**src/rtl/muldiv_unit.sv**
```systemverilog
// Iterative RV32M multiply/divide: shift-add multiply, restoring divide on magnitudes.
// Fixed latency of WIDTH+1 cycles from start-accept to the done pulse, independent of operands.
module muldiv_unit #(
  parameter int WIDTH = 32
) (
  input  logic             clk,
  input  logic             rst,
  input  logic             start,
  input  logic [2:0]       op,
  input  logic [WIDTH-1:0] A,
  input  logic [WIDTH-1:0] B,
  output logic             busy,
  output logic             done,
  output logic [WIDTH-1:0] result
);

  localparam int CW = $clog2(WIDTH + 1);
  localparam logic [CW-1:0] LAST = CW'(WIDTH - 1);

  localparam logic [2:0] OP_MUL    = 3'b000;
  localparam logic [2:0] OP_MULH   = 3'b001;
  localparam logic [2:0] OP_MULHSU = 3'b010;
  localparam logic [2:0] OP_DIV    = 3'b100;
  localparam logic [2:0] OP_REM    = 3'b110;

  typedef enum logic [1:0] {IDLE, CALC, DONE} state_t;

  state_t           state_q, state_d;
  logic [CW-1:0]    cnt_q, cnt_d;
  logic [2:0]       op_q, op_d;
  logic [WIDTH-1:0] opnd_q, opnd_d;   // multiplicand or divisor magnitude
  logic [WIDTH-1:0] hi_q, hi_d;       // product high half or partial remainder
  logic [WIDTH-1:0] lo_q, lo_d;       // multiplier bits or quotient bits
  logic             neg_q, neg_d;
  logic [WIDTH-1:0] result_q, result_d;

  logic [WIDTH:0]   mul_sum, div_sh, div_diff;
  logic [WIDTH-1:0] hi_nx, lo_nx;
  logic             sign_a, sign_b;
  logic [WIDTH-1:0] mag_a, mag_b;

  assign mul_sum  = {1'b0, hi_q} + (lo_q[0] ? {1'b0, opnd_q} : '0);
  assign div_sh   = {hi_q, lo_q[WIDTH-1]};
  assign div_diff = div_sh - {1'b0, opnd_q};

  always_comb begin
    hi_nx = mul_sum[WIDTH:1];
    lo_nx = {mul_sum[0], lo_q[WIDTH-1:1]};
    if (op_q[2]) begin
      if (!div_diff[WIDTH]) begin
        hi_nx = div_diff[WIDTH-1:0];
        lo_nx = {lo_q[WIDTH-2:0], 1'b1};
      end else begin
        hi_nx = div_sh[WIDTH-1:0];
        lo_nx = {lo_q[WIDTH-2:0], 1'b0};
      end
    end
  end

  assign sign_a = A[WIDTH-1] & (op == OP_MULH || op == OP_MULHSU || op == OP_DIV || op == OP_REM);
  assign sign_b = B[WIDTH-1] & (op == OP_MULH || op == OP_DIV || op == OP_REM);
  assign mag_a  = sign_a ? -A : A;
  assign mag_b  = sign_b ? -B : B;

  logic [2*WIDTH-1:0] prod, prod_s;
  logic [WIDTH-1:0]   quo_s, rem_s, final_res;

  always_comb begin
    prod   = {hi_nx, lo_nx};
    prod_s = neg_q ? -prod : prod;
    quo_s  = neg_q ? -lo_nx : lo_nx;
    rem_s  = neg_q ? -hi_nx : hi_nx;
    if (op_q[2])
      final_res = op_q[1] ? rem_s : quo_s;
    else if (op_q == OP_MUL)
      final_res = prod_s[WIDTH-1:0];
    else
      final_res = prod_s[2*WIDTH-1:WIDTH];
  end

  always_comb begin
    state_d  = state_q;
    cnt_d    = cnt_q;
    op_d     = op_q;
    opnd_d   = opnd_q;
    hi_d     = hi_q;
    lo_d     = lo_q;
    neg_d    = neg_q;
    result_d = result_q;
    case (state_q)
      IDLE: begin
        if (start) begin
          state_d = CALC;
          cnt_d   = '0;
          op_d    = op;
          hi_d    = '0;
          opnd_d  = op[2] ? mag_b : mag_a;
          lo_d    = op[2] ? mag_a : mag_b;
          // A zero divisor must yield an all-ones quotient, so the sign fix-up is suppressed.
          if (op == OP_DIV)
            neg_d = (sign_a ^ sign_b) & (|B);
          else if (op == OP_REM)
            neg_d = sign_a;
          else
            neg_d = sign_a ^ sign_b;
        end
      end
      CALC: begin
        hi_d  = hi_nx;
        lo_d  = lo_nx;
        cnt_d = cnt_q + CW'(1);
        if (cnt_q == LAST) begin
          state_d  = DONE;
          cnt_d    = '0;
          result_d = final_res;
        end
      end
      DONE:    state_d = IDLE;
      default: state_d = IDLE;
    endcase
  end

  always_ff @(posedge clk) begin
    if (rst) begin
      state_q  <= IDLE;
      cnt_q    <= '0;
      op_q     <= '0;
      opnd_q   <= '0;
      hi_q     <= '0;
      lo_q     <= '0;
      neg_q    <= 1'b0;
      result_q <= '0;
    end else begin
      state_q  <= state_d;
      cnt_q    <= cnt_d;
      op_q     <= op_d;
      opnd_q   <= opnd_d;
      hi_q     <= hi_d;
      lo_q     <= lo_d;
      neg_q    <= neg_d;
      result_q <= result_d;
    end
  end

  assign busy   = (state_q == CALC);
  assign done   = (state_q == DONE);
  assign result = result_q;

endmodule
```
**config.mk**
```make
export PLATFORM = sky130hd
export DESIGN_NAME = muldiv_unit
export DESIGN_NICKNAME = d
export VERILOG_FILES = /design/src/rtl/muldiv_unit.sv
export SDC_FILE = /design/constraint.sdc
export NUM_CORES = 1
export LEC_CHECK = 0
export ABC_AREA = 1
export CAP_MARGIN = 5
export CORE_MARGIN = 5
export CORE_UTILIZATION = 34
export CTS_CLUSTER_DIAMETER = 60
export DETAILED_ROUTE_END_ITERATION = 8
export HOLD_SLACK_MARGIN = 0.08
export PLACE_DENSITY_LB_ADDON = 0.05
export SYNTH_ARGS = -nofsm -noshare
export SYNTH_HDL_FRONTEND = slang
export SYNTH_SLANG_ARGS = --single-unit
```
**constraint.sdc**
```tcl
create_clock -name clk -period 4.7 [get_ports clk]
set_clock_uncertainty 0.2 [all_clocks]
set_input_delay 0.47 -clock clk [delete_from_list [all_inputs] [get_ports clk]]
set_output_delay 0.47 -clock clk [all_outputs]
set_load 0.005 [all_outputs]
```
==> results of run 1 <==
## metal layers
layer / GRT usage, % / part of all wire (%)
met1: 37.3 / 43
met2: 47.1 / 45
met3: 7.01 / 7.6
met4: 11.8 / 4.5
met5: 0 / 0
## area by class of cell
type                    instances  area, sq um  area share [%]
multi-input cells            2428        12500            61.7
flip-flops and latches        140         2820            13.9
inverters                     473         1780            8.75
repair buffers                196         1750            8.62
well taps                     680          851            4.19
clock buffers                  20          457            2.25
clock inverters                11          131           0.647
## power breakdown
part	switching, mW	total, mW	internal (mW)
clock	0.634	1.45	0.811
sequential	0.0804	1.33	1.25
combinational	1.97	2.82	0.859
## worst max-delay path, cell delays in order, from the launching register on
cell	delay, ps
sky130_fd_sc_hd__dfxtp_1	600
sky130_fd_sc_hd__nand2_1	110
sky130_fd_sc_hd__inv_1	90
sky130_fd_sc_hd__ha_1	190
sky130_fd_sc_hd__fa_1	240
sky130_fd_sc_hd__nand2_1	90
sky130_fd_sc_hd__nand2_1	70
sky130_fd_sc_hd__o21ai_0	160
sky130_fd_sc_hd__o21ai_0	380
sky130_fd_sc_hd__nand3_1	120
sky130_fd_sc_hd__nand2_1	230
sky130_fd_sc_hd__xor2_1	130
sky130_fd_sc_hd__or2_2	280
sky130_fd_sc_hd__nand2_1	190
sky130_fd_sc_hd__nand2_1	170
sky130_fd_sc_hd__nor2_1	120
sky130_fd_sc_hd__nand2_1	160
sky130_fd_sc_hd__o21ai_2	290
sky130_fd_sc_hd__nand2_1	90
sky130_fd_sc_hd__nand2_1	70
sky130_fd_sc_hd__nand3_1	60
sky130_fd_sc_hd__nand2_1	80
sky130_fd_sc_hd__nand3_1	70
sky130_fd_sc_hd__nand2_1	90
sky130_fd_sc_hd__inv_1	40
## repair_timing
item                                    4_1_cts  5_1_grt
endpoints found under the hold margin         0        0
hold buffers                                  0        0
buffers inserted                              0        3
endpoints found under the setup margin        0       15
gates resized for setup                       0       29
## flip-flops by register name, summed over array words and instances (netlist names)
| register | flops |
|---|---|
| opnd_q | 32 |
| result | 32 |
| hi_q | 32 |
| op_q | 3 |
| lo_q | 32 |
| neg_q | 1 |
| cnt_q | 6 |
| state_q | 2 |
## cells by family (layout without fill, tap and decap cells)
| family | Yosys count | count (layout) | share of synthesized area, % |
|---|---|---|---|
| AOI/OAI and AO/OA | 477 | 477 | 16.3 |
| xor gates and xnor gates | 112 | 112 | 5.61 |
| adders and majority gates | 71 | 71 | 5.17 |
| buffers and inverters | 584 | 700 | 13.1 |
| DFF | 140 | 140 | 16.0 |
| and+or+nand+nor | 1768 | 1768 | 43.8 |
## layout by cell type (no fill, tap or decap), types with 21 or more instances in the layout
cell	netlist	final
sky130_fd_sc_hd__a21oi_1	150	149
sky130_fd_sc_hd__buf_4	0	91
sky130_fd_sc_hd__clkdlybuf4s50_1	0	102
sky130_fd_sc_hd__dfxtp_1	140	132
sky130_fd_sc_hd__ha_1	69	66
sky130_fd_sc_hd__inv_1	463	460
sky130_fd_sc_hd__nand2_1	1022	1020
sky130_fd_sc_hd__nand2_2	43	44
sky130_fd_sc_hd__nand3_1	238	236
sky130_fd_sc_hd__nand4_1	24	24
sky130_fd_sc_hd__nor2_1	303	297
sky130_fd_sc_hd__nor3_1	34	31
sky130_fd_sc_hd__o21ai_0	156	155
sky130_fd_sc_hd__o22ai_1	21	21
sky130_fd_sc_hd__xnor2_1	30	30
sky130_fd_sc_hd__xor2_1	82	82
## through the flow
| stage | utilization, % | setup WS (ps) | total power, mW |
|---|---|---|---|
| after floorplan | - | 738 | 3.12 |
| after global routing | 39.7 | -14.6 | 5.93 |
| after detailed placement | 38.3 | 227 | 4.08 |
| after CTS | 39.5 | 210 | 5.55 |
| final | 39.7 | 307 | 5.60 |
| after global placement | 38.3 | 240 | 4.08 |
## worst max-delay path by stage
stage | end | depth (start not counted)
4_1_cts | result[16]$_SDFFE_PP0P_ | 27
5_1_grt | result[4]$_SDFFE_PP0P_ | 29
6_report | result[22]$_SDFFE_PP0P_ | 24
3_3_place_gp | result[22]$_SDFFE_PP0P_ | 30
3_5_place_dp | result[16]$_SDFFE_PP0P_ | 27
2_1_floorplan | result[20]$_SDFFE_PP0P_ | 31
## cell usage after synthesis (30+ instances only)
master                     number
sky130_fd_sc_hd__o21ai_0      156
sky130_fd_sc_hd__nor2_1       303
sky130_fd_sc_hd__nor3_1        34
sky130_fd_sc_hd__nand2_1     1022
sky130_fd_sc_hd__xnor2_1       30
sky130_fd_sc_hd__a21oi_1      150
sky130_fd_sc_hd__nand3_1      238
sky130_fd_sc_hd__dfxtp_1      140
sky130_fd_sc_hd__ha_1          69
sky130_fd_sc_hd__xor2_1        82
sky130_fd_sc_hd__nand2_2       43
sky130_fd_sc_hd__inv_1        463
sky130_fd_sc_hd__clkbuf_1      65
==> results_tabular.tex, run 1 <==
\begin{tabular}{lr}
\hline
Metric & Value \\
\hline
\multicolumn{2}{l}{\textbf{Job}} \\
\quad Total of max-cap violations & 0 \\
\multicolumn{2}{l}{\textbf{Clocking}} \\
\quad Max clock buf depth & 2 \\
\quad Htree depth & 4 \\
\quad Clock latency reported for the late side of the worst-skew pair & 490 ps \\
\quad Clock root cell & sky130\_fd\_sc\_hd\_\_clkbuf\_16 \\
\quad Clock transition time at the flip-flop clock pins of the worst setup and hold paths & 70 ps \\
\quad Clock Sinks & 140 \\
\quad Clock tree from TritonCTS & built \\
\quad CTS Buf Count & 17 \\
\multicolumn{2}{l}{\textbf{Synth}} \\
\quad Part of the Yosys area used for sequential elements & 16.0\% \\
\quad Total of flip-flops plus latches after synthesis & 140 \\
\quad Share of the synthesized area in the top cell type & 21.9\% \\
\quad Net count of the mapped netlist & 3293 \\
\quad Synth warn & 0 \\
\quad Number of instances in the synthesized netlist & 3152 \\
\quad Synthesized area & 17500 sq um \\
\quad Mapped Avg Cell Area & 5.55 sq um \\
\quad Largest cells by area after synthesis & sky130\_fd\_sc\_hd\_\_nand2\_1 (22\%), sky130\_fd\_sc\_hd\_\_dfxtp\_1 (16\%), sky130\_fd\_sc\_hd\_\_inv\_1 (9.9\%) \\
\quad Cell type with the largest total area after synthesis & sky130\_fd\_sc\_hd\_\_nand2\_1 \\
\quad Async SR Flop Fraction & 0\% \\
\quad Unique masters post-synth & 56 \\
\quad Predominant post-synthesis flop cell & sky130\_fd\_sc\_hd\_\_dfxtp\_1 \\
\quad Post-synth EDFFs & 0 \\
\multicolumn{2}{l}{\textbf{Finish}} \\
\quad Antenna diode instance count & 0 \\
\quad Share of post-route cells with drive strength above 1 & 8.97\% \\
\quad Final cell area excluding filler cells & 20300 sq um \\
\quad Area growth from synthesis to final layout & 16.1\% \\
\quad Number of fill cells & 5775 \\
\quad Number of nets in the finished design & 3397 \\
\quad Post-route insts no fill & 3948 \\
\multicolumn{2}{l}{\textbf{Place}} \\
\quad Cells after DPL & 3914 \\
\quad Global placer's final weighted congestion & 1.04 \\
\quad Cell area after placement & 19600 sq um \\
\quad Port buffer count & 103 \\
\quad Estimated wirelength of the detail-placed design & 69.3 mm \\
\multicolumn{2}{l}{\textbf{Die}} \\
\quad Floorplan die height & 237 microns \\
\quad Number of placement rows & 83 \\
\quad Die area & 56100 sq um \\
\quad Count of pins on the block boundary & 104 \\
\quad Core region area & 51100 sq um \\
\quad Die width & 237 microns \\
\quad Starting density of the core & 34.2\% \\
\multicolumn{2}{l}{\textbf{Critical path}} \\
\quad Launching element of the worst setup path & lo\_q[0]\$\_SDFFE\_PP0P\_ \\
\quad Setup CP Type & flip-flop to flip-flop \\
\quad End of the worst register-to-register path & result[22]\$\_SDFFE\_PP0P\_ \\
\quad Worst Path Required & 4880 ps \\
\quad CP arrival & 4580 ps \\
\quad Register-to-Register Path Depth & 24 \\
\quad Beginning of the worst register-to-register path & lo\_q[0]\$\_SDFFE\_PP0P\_ \\
\quad Largest driver fanout on the critical path & 13 \\
\quad Startpoint class of the critical path & flip-flop \\
\quad CP Capture Type & flip-flop \\
\quad Register-to-Register Setup Slack & 310 ps \\
\multicolumn{2}{l}{\textbf{Global route}} \\
\quad Largest net degree at the start of global routing & 83 \\
\quad Global Route Usage Sum & 29.1\% \\
\quad Wire length of the first global-routing pass & 124 mm \\
\quad Initial antenna violation count & 0 \\
\quad Remaining global-route overflow & 0 \\
\quad Number of global-route vias before repair & 19725 \\
\multicolumn{2}{l}{\textbf{Drt}} \\
\quad Antenna Nets Post-Route & 0 \\
\quad \# DRC & 0 \\
\quad Avg WL per Cell & 21.3 microns \\
\quad Violation count after the first detailed-routing iteration & 1901 \\
\quad DR vias & 20924 \\
\quad Total length of routed wires & 84.1 mm \\
\quad Number of search-and-repair iterations in the first detailed-routing pass & 6 \\
\quad Vias per std cell & 5.30 \\
\multicolumn{2}{l}{\textbf{STA}} \\
\quad Sum Neg Setup Slack & 0 ps \\
\quad WHS & 226 ps \\
\quad Number of pins exceeding their max-slew limit in the final report & 0 \\
\quad Final Hold Fails & 0 \\
\quad Worst-margin pin slew & 888 ps \\
\quad Total setup violations reported at the end of the flow & 0 \\
\quad Top achievable clock speed & 228 MHz \\
\quad Post-layout min period & 4390 ps \\
\quad Slew headroom & 40.4\% \\
\quad Fin crit share & 93.5\% \\
\multicolumn{2}{l}{\textbf{Power}} \\
\quad Leak pwr & 10.3 nW \\
\quad Total power divided by cell area & 276 nW/um\^{}2 \\
\quad IR drop worst, VDD & 0.000245 V \\
\multicolumn{2}{l}{\textbf{Min path}} \\
\quad Worst min-delay path category & primary input to flip-flop \\
\quad Startpoint of the lowest-slack hold path & rst \\
\quad Hold Path Depth & 2 \\
\quad End point of the most critical hold path & state\_q[0]\$\_SDFFE\_PP0P\_ \\
\multicolumn{2}{l}{\textbf{Run status}} \\
\quad Outcome & finished, final reports clean \\
\hline
\end{tabular}
No activity file was read; power rests on OpenSTA's default activity.
==> run 2, diff against run 1 <==
==> constraint.sdc (replaced) <==
create_clock -name clk -period 5.6 [get_ports clk]
set_clock_uncertainty 0.2 [all_clocks]
set_input_delay 0.56 -clock clk [delete_from_list [all_inputs] [get_ports clk]]
set_output_delay 0.56 -clock clk [all_outputs]
set_load 0.005 [all_outputs]
==> run 2 against run 1 <==
  * Via count down 1.8%
  * Worst setup slack better by 440 ps
  * Cell area down 2.5%
  * Sequential share of layout area up 0.32 points
  * Critical path type unchanged
  * Critical endpoint unchanged
  * Largest cell class unchanged
==> results_tabular.tex, run 2 (same netlist as run 1, synthesis figures left out) <==
\begin{tabular}{lr}
\hline
Metric & Value \\
\hline
\multicolumn{2}{l}{\textbf{Run status}} \\
\quad Outcome & finished, final reports clean (unchanged) \\
\multicolumn{2}{l}{\textbf{Critical path}} \\
\quad Launching element of the worst setup path & opnd\_q[17]\$\_SDFFE\_PP0P\_ (was lo\_q[0]\$\_SDFFE\_PP0P\_) \\
\quad Worst Path Required & 5800 ps (was 4880 ps) \\
\quad Beginning of the worst register-to-register path & opnd\_q[17]\$\_SDFFE\_PP0P\_ (was lo\_q[0]\$\_SDFFE\_PP0P\_) \\
\quad Slowest-stage cell, CP & sky130\_fd\_sc\_hd\_\_dfxtp\_1 (unchanged) \\
\quad CP arrival & 5050 ps (was 4580 ps) \\
\quad Crit path buf inv count & 3 (was 2) \\
\quad Startpoint class of the critical path & flip-flop (unchanged) \\
\quad Cell type with the highest occurrence count on the critical path & sky130\_fd\_sc\_hd\_\_nand2\_1 (unchanged) \\
\quad Largest driver fanout on the critical path & 13 (unchanged) \\
\quad Register-to-Register Setup Slack & 750 ps (was 310 ps) \\
\quad Setup CP Type & flip-flop to flip-flop (unchanged) \\
\quad Highest cell delay on the worst timing path & 590 ps (was 600 ps) \\
\quad CP Capture Type & flip-flop (unchanged) \\
\quad Cell family with the largest share of critical-path delay & simple AND/OR/NAND/NOR gates (unchanged) \\
\multicolumn{2}{l}{\textbf{Global route}} \\
\quad Wire length of the first global-routing pass & 122 mm (was 124 mm) \\
\quad Global Route Usage Sum & 28.6\% (was 29.1\%) \\
\quad Remaining global-route overflow & 0 (unchanged) \\
\quad Initial antenna violation count & 1 (was 0) \\
\quad Largest net degree at the start of global routing & 109 (was 83) \\
\quad Number of global-route vias before repair & 19470 (was 19725) \\
\multicolumn{2}{l}{\textbf{Finish}} \\
\quad Share of post-route cells with drive strength above 1 & 6.78\% (was 8.97\%) \\
\quad Number of fill cells & 5827 (was 5775) \\
\quad Number of nets in the finished design & 3341 (was 3397) \\
\quad Most common cell after layout, fill and taps aside & sky130\_fd\_sc\_hd\_\_nand2\_1 (unchanged) \\
\quad Total area of sequential cells & 2810 sq um (was 2820 sq um) \\
\quad Top library cells by usage in the layout, fill and taps aside & sky130\_fd\_sc\_hd\_\_nand2\_1 (1022), sky130\_fd\_sc\_hd\_\_inv\_1 (461), sky130\_fd\_sc\_hd\_\_nor2\_1 (300) (was sky130\_fd\_sc\_hd\_\_nand2\_1 (1020), sky130\_fd\_sc\_hd\_\_inv\_1 (460), sky130\_fd\_sc\_hd\_\_nor2\_1 (297)) \\
\quad Area growth from synthesis to final layout & 13.1\% (was 16.1\%) \\
\quad Share of the core filled with cells & 38.7\% (was 39.7\%) \\
\quad Multi-input logic area & 12400 sq um (was 12500 sq um) \\
\multicolumn{2}{l}{\textbf{Job}} \\
\quad Total of max-cap violations & 0 (unchanged) \\
\multicolumn{2}{l}{\textbf{Clocking}} \\
\quad Clock Sinks & 140 (unchanged) \\
\quad Clock tree from TritonCTS & built (unchanged) \\
\quad Post-CTS setup buffer count & 0 (unchanged) \\
\quad Max clock buf depth & 2 (unchanged) \\
\quad Cts repair resizes & 0 (unchanged) \\
\quad Clock transition time at the flip-flop clock pins of the worst setup and hold paths & 70 ps (about the same) \\
\quad Htree depth & 4 (unchanged) \\
\quad Clock root cell & sky130\_fd\_sc\_hd\_\_clkbuf\_16 (unchanged) \\
\quad Clock latency reported for the late side of the worst-skew pair & 510 ps (was 490 ps) \\
\quad Hold Buf Count CTS & 0 (unchanged) \\
\quad CTS Buf Count & 17 (unchanged) \\
\multicolumn{2}{l}{\textbf{Power}} \\
\quad Leak pwr & 10.1 nW (was 10.3 nW) \\
\quad IR drop worst, VDD & 0.000236 V (was 0.000245 V) \\
\quad Total power divided by cell area & 235 nW/um\^{}2 (was 276 nW/um\^{}2) \\
\multicolumn{2}{l}{\textbf{Drt}} \\
\quad Violation count after the first detailed-routing iteration & 1770 (was 1901) \\
\quad Avg WL per Cell & 21.1 microns (was 21.3 microns) \\
\quad Total length of routed wires & 82.2 mm (was 84.1 mm) \\
\quad \# DRC & 0 (unchanged) \\
\quad Vias per std cell & 5.28 (was 5.30) \\
\quad Antenna Nets Post-Route & 0 (unchanged) \\
\quad DR vias & 20557 (was 20924) \\
\quad Number of search-and-repair iterations in the first detailed-routing pass & 6 (unchanged) \\
\multicolumn{2}{l}{\textbf{Place}} \\
\quad Estimated wirelength of the detail-placed design & 67.0 mm (was 69.3 mm) \\
\quad Port buffer count & 103 (unchanged) \\
\quad Global placer's final weighted congestion & 0.969 (was 1.04) \\
\multicolumn{2}{l}{\textbf{STA}} \\
\quad Worst-margin pin slew & 1080 ps (was 888 ps) \\
\quad Sum Neg Setup Slack & 0 ps (unchanged) \\
\quad Final Hold Fails & 0 (unchanged) \\
\quad Total setup violations reported at the end of the flow & 0 (unchanged) \\
\quad Fin crit share & 86.6\% (was 93.5\%) \\
\quad Post-layout min period & 4850 ps (was 4390 ps) \\
\quad RSZ-0062 raised after global routing & no \\
\quad Top achievable clock speed & 206 MHz (was 228 MHz) \\
\quad Number of pins exceeding their max-slew limit in the final report & 0 (unchanged) \\
\quad Slew headroom & 27.9\% (was 40.4\%) \\
\multicolumn{2}{l}{\textbf{Die}} \\
\quad Core region area & 51100 sq um (unchanged) \\
\quad Floorplan die height & 237 microns (unchanged) \\
\quad Die area & 56100 sq um (unchanged) \\
\quad Starting density of the core & 34.2\% (unchanged) \\
\quad Number of placement rows & 83 (unchanged) \\
\quad Count of pins on the block boundary & 104 (unchanged) \\
\quad Die width & 237 microns (unchanged) \\
\multicolumn{2}{l}{\textbf{Min path}} \\
\quad Worst min-delay path category & primary input to flip-flop (unchanged) \\
\quad Startpoint of the lowest-slack hold path & rst (unchanged) \\
\hline
\end{tabular}
==> run 2: changes by cell type in the layout (fill, tap and decap cells not counted), moves of 3 or more <==
cell                      change
sky130_fd_sc_hd__buf_4       -55
sky130_fd_sc_hd__dfxtp_1      +6
sky130_fd_sc_hd__dfxtp_2      -6
sky130_fd_sc_hd__ha_1         +3
sky130_fd_sc_hd__nor2_1       +3
sky130_fd_sc_hd__o21ai_2      +3
sky130_fd_sc_hd__o21ai_4      -3
==> run 2: final timing paths <==
kind / end / cells past startpoint
worst max-delay path: result[22]$_SDFFE_PP0P_ / 29
worst max register to register: result[22]$_SDFFE_PP0P_ / 29
worst min register to register: result[9]$_SDFFE_PP0P_ / 2
worst min-delay path: state_q[0]$_SDFFE_PP0P_ / 2
==> run 2: cell type report <==
type / instances / area share (%)
Inverter: 473 / 8.98
Antenna cell: 1 / 0.0127
Clock inverter: 13 / 0.759
Sequential cell: 140 / 14.2
Tap cell: 680 / 4.30
Timing Repair Buffer: 140 / 6.66
Clock buffer: 19 / 2.35
Multi-Input combinational cell: 2428 / 62.8
==> run 2: where the power goes <==
| group | leakage [nW] | total (mW) | switching [mW] | internal, mW |
|---|---|---|---|---|
| sequential | 1.14 | 1.12 | 0.0758 | 1.05 |
| clock | 0.302 | 1.27 | 0.563 | 0.702 |
| combinational | 8.61 | 2.26 | 1.60 | 0.663 |
| total | 10.1 | 4.65 | 2.24 | 2.41 |
==> run 2: through the flow <==
stage | instance area [sq um] | hold slack, ps | std cells | setup WS [ps] | power, mW
floorplan | 17500 | 262 | 3152 | 1640 | 2.62
finish | 19800 | 220 | 3894 | 748 | 4.65
detailed placement | 19200 | 265 | 3861 | 878 | 3.36
CTS | 19800 | 192 | 3893 | 845 | 4.64
global placement | 19200 | 259 | 3861 | 857 | 3.36
global route | 19800 | 218 | 3893 | 269 | 4.94
==> run 2: layer usage <==
| metal | track usage, % | up-vias | wire, microns |
|---|---|---|---|
| met4 | 10.1 | 0 | 3100 |
| met1 | 37.8 | 9550 | 36200 |
| li1 | - | 10164 | - |
| met3 | 4.10 | 122 | 4750 |
| met5 | 0 | - | 0 |
| met2 | 47.8 | 721 | 38100 |
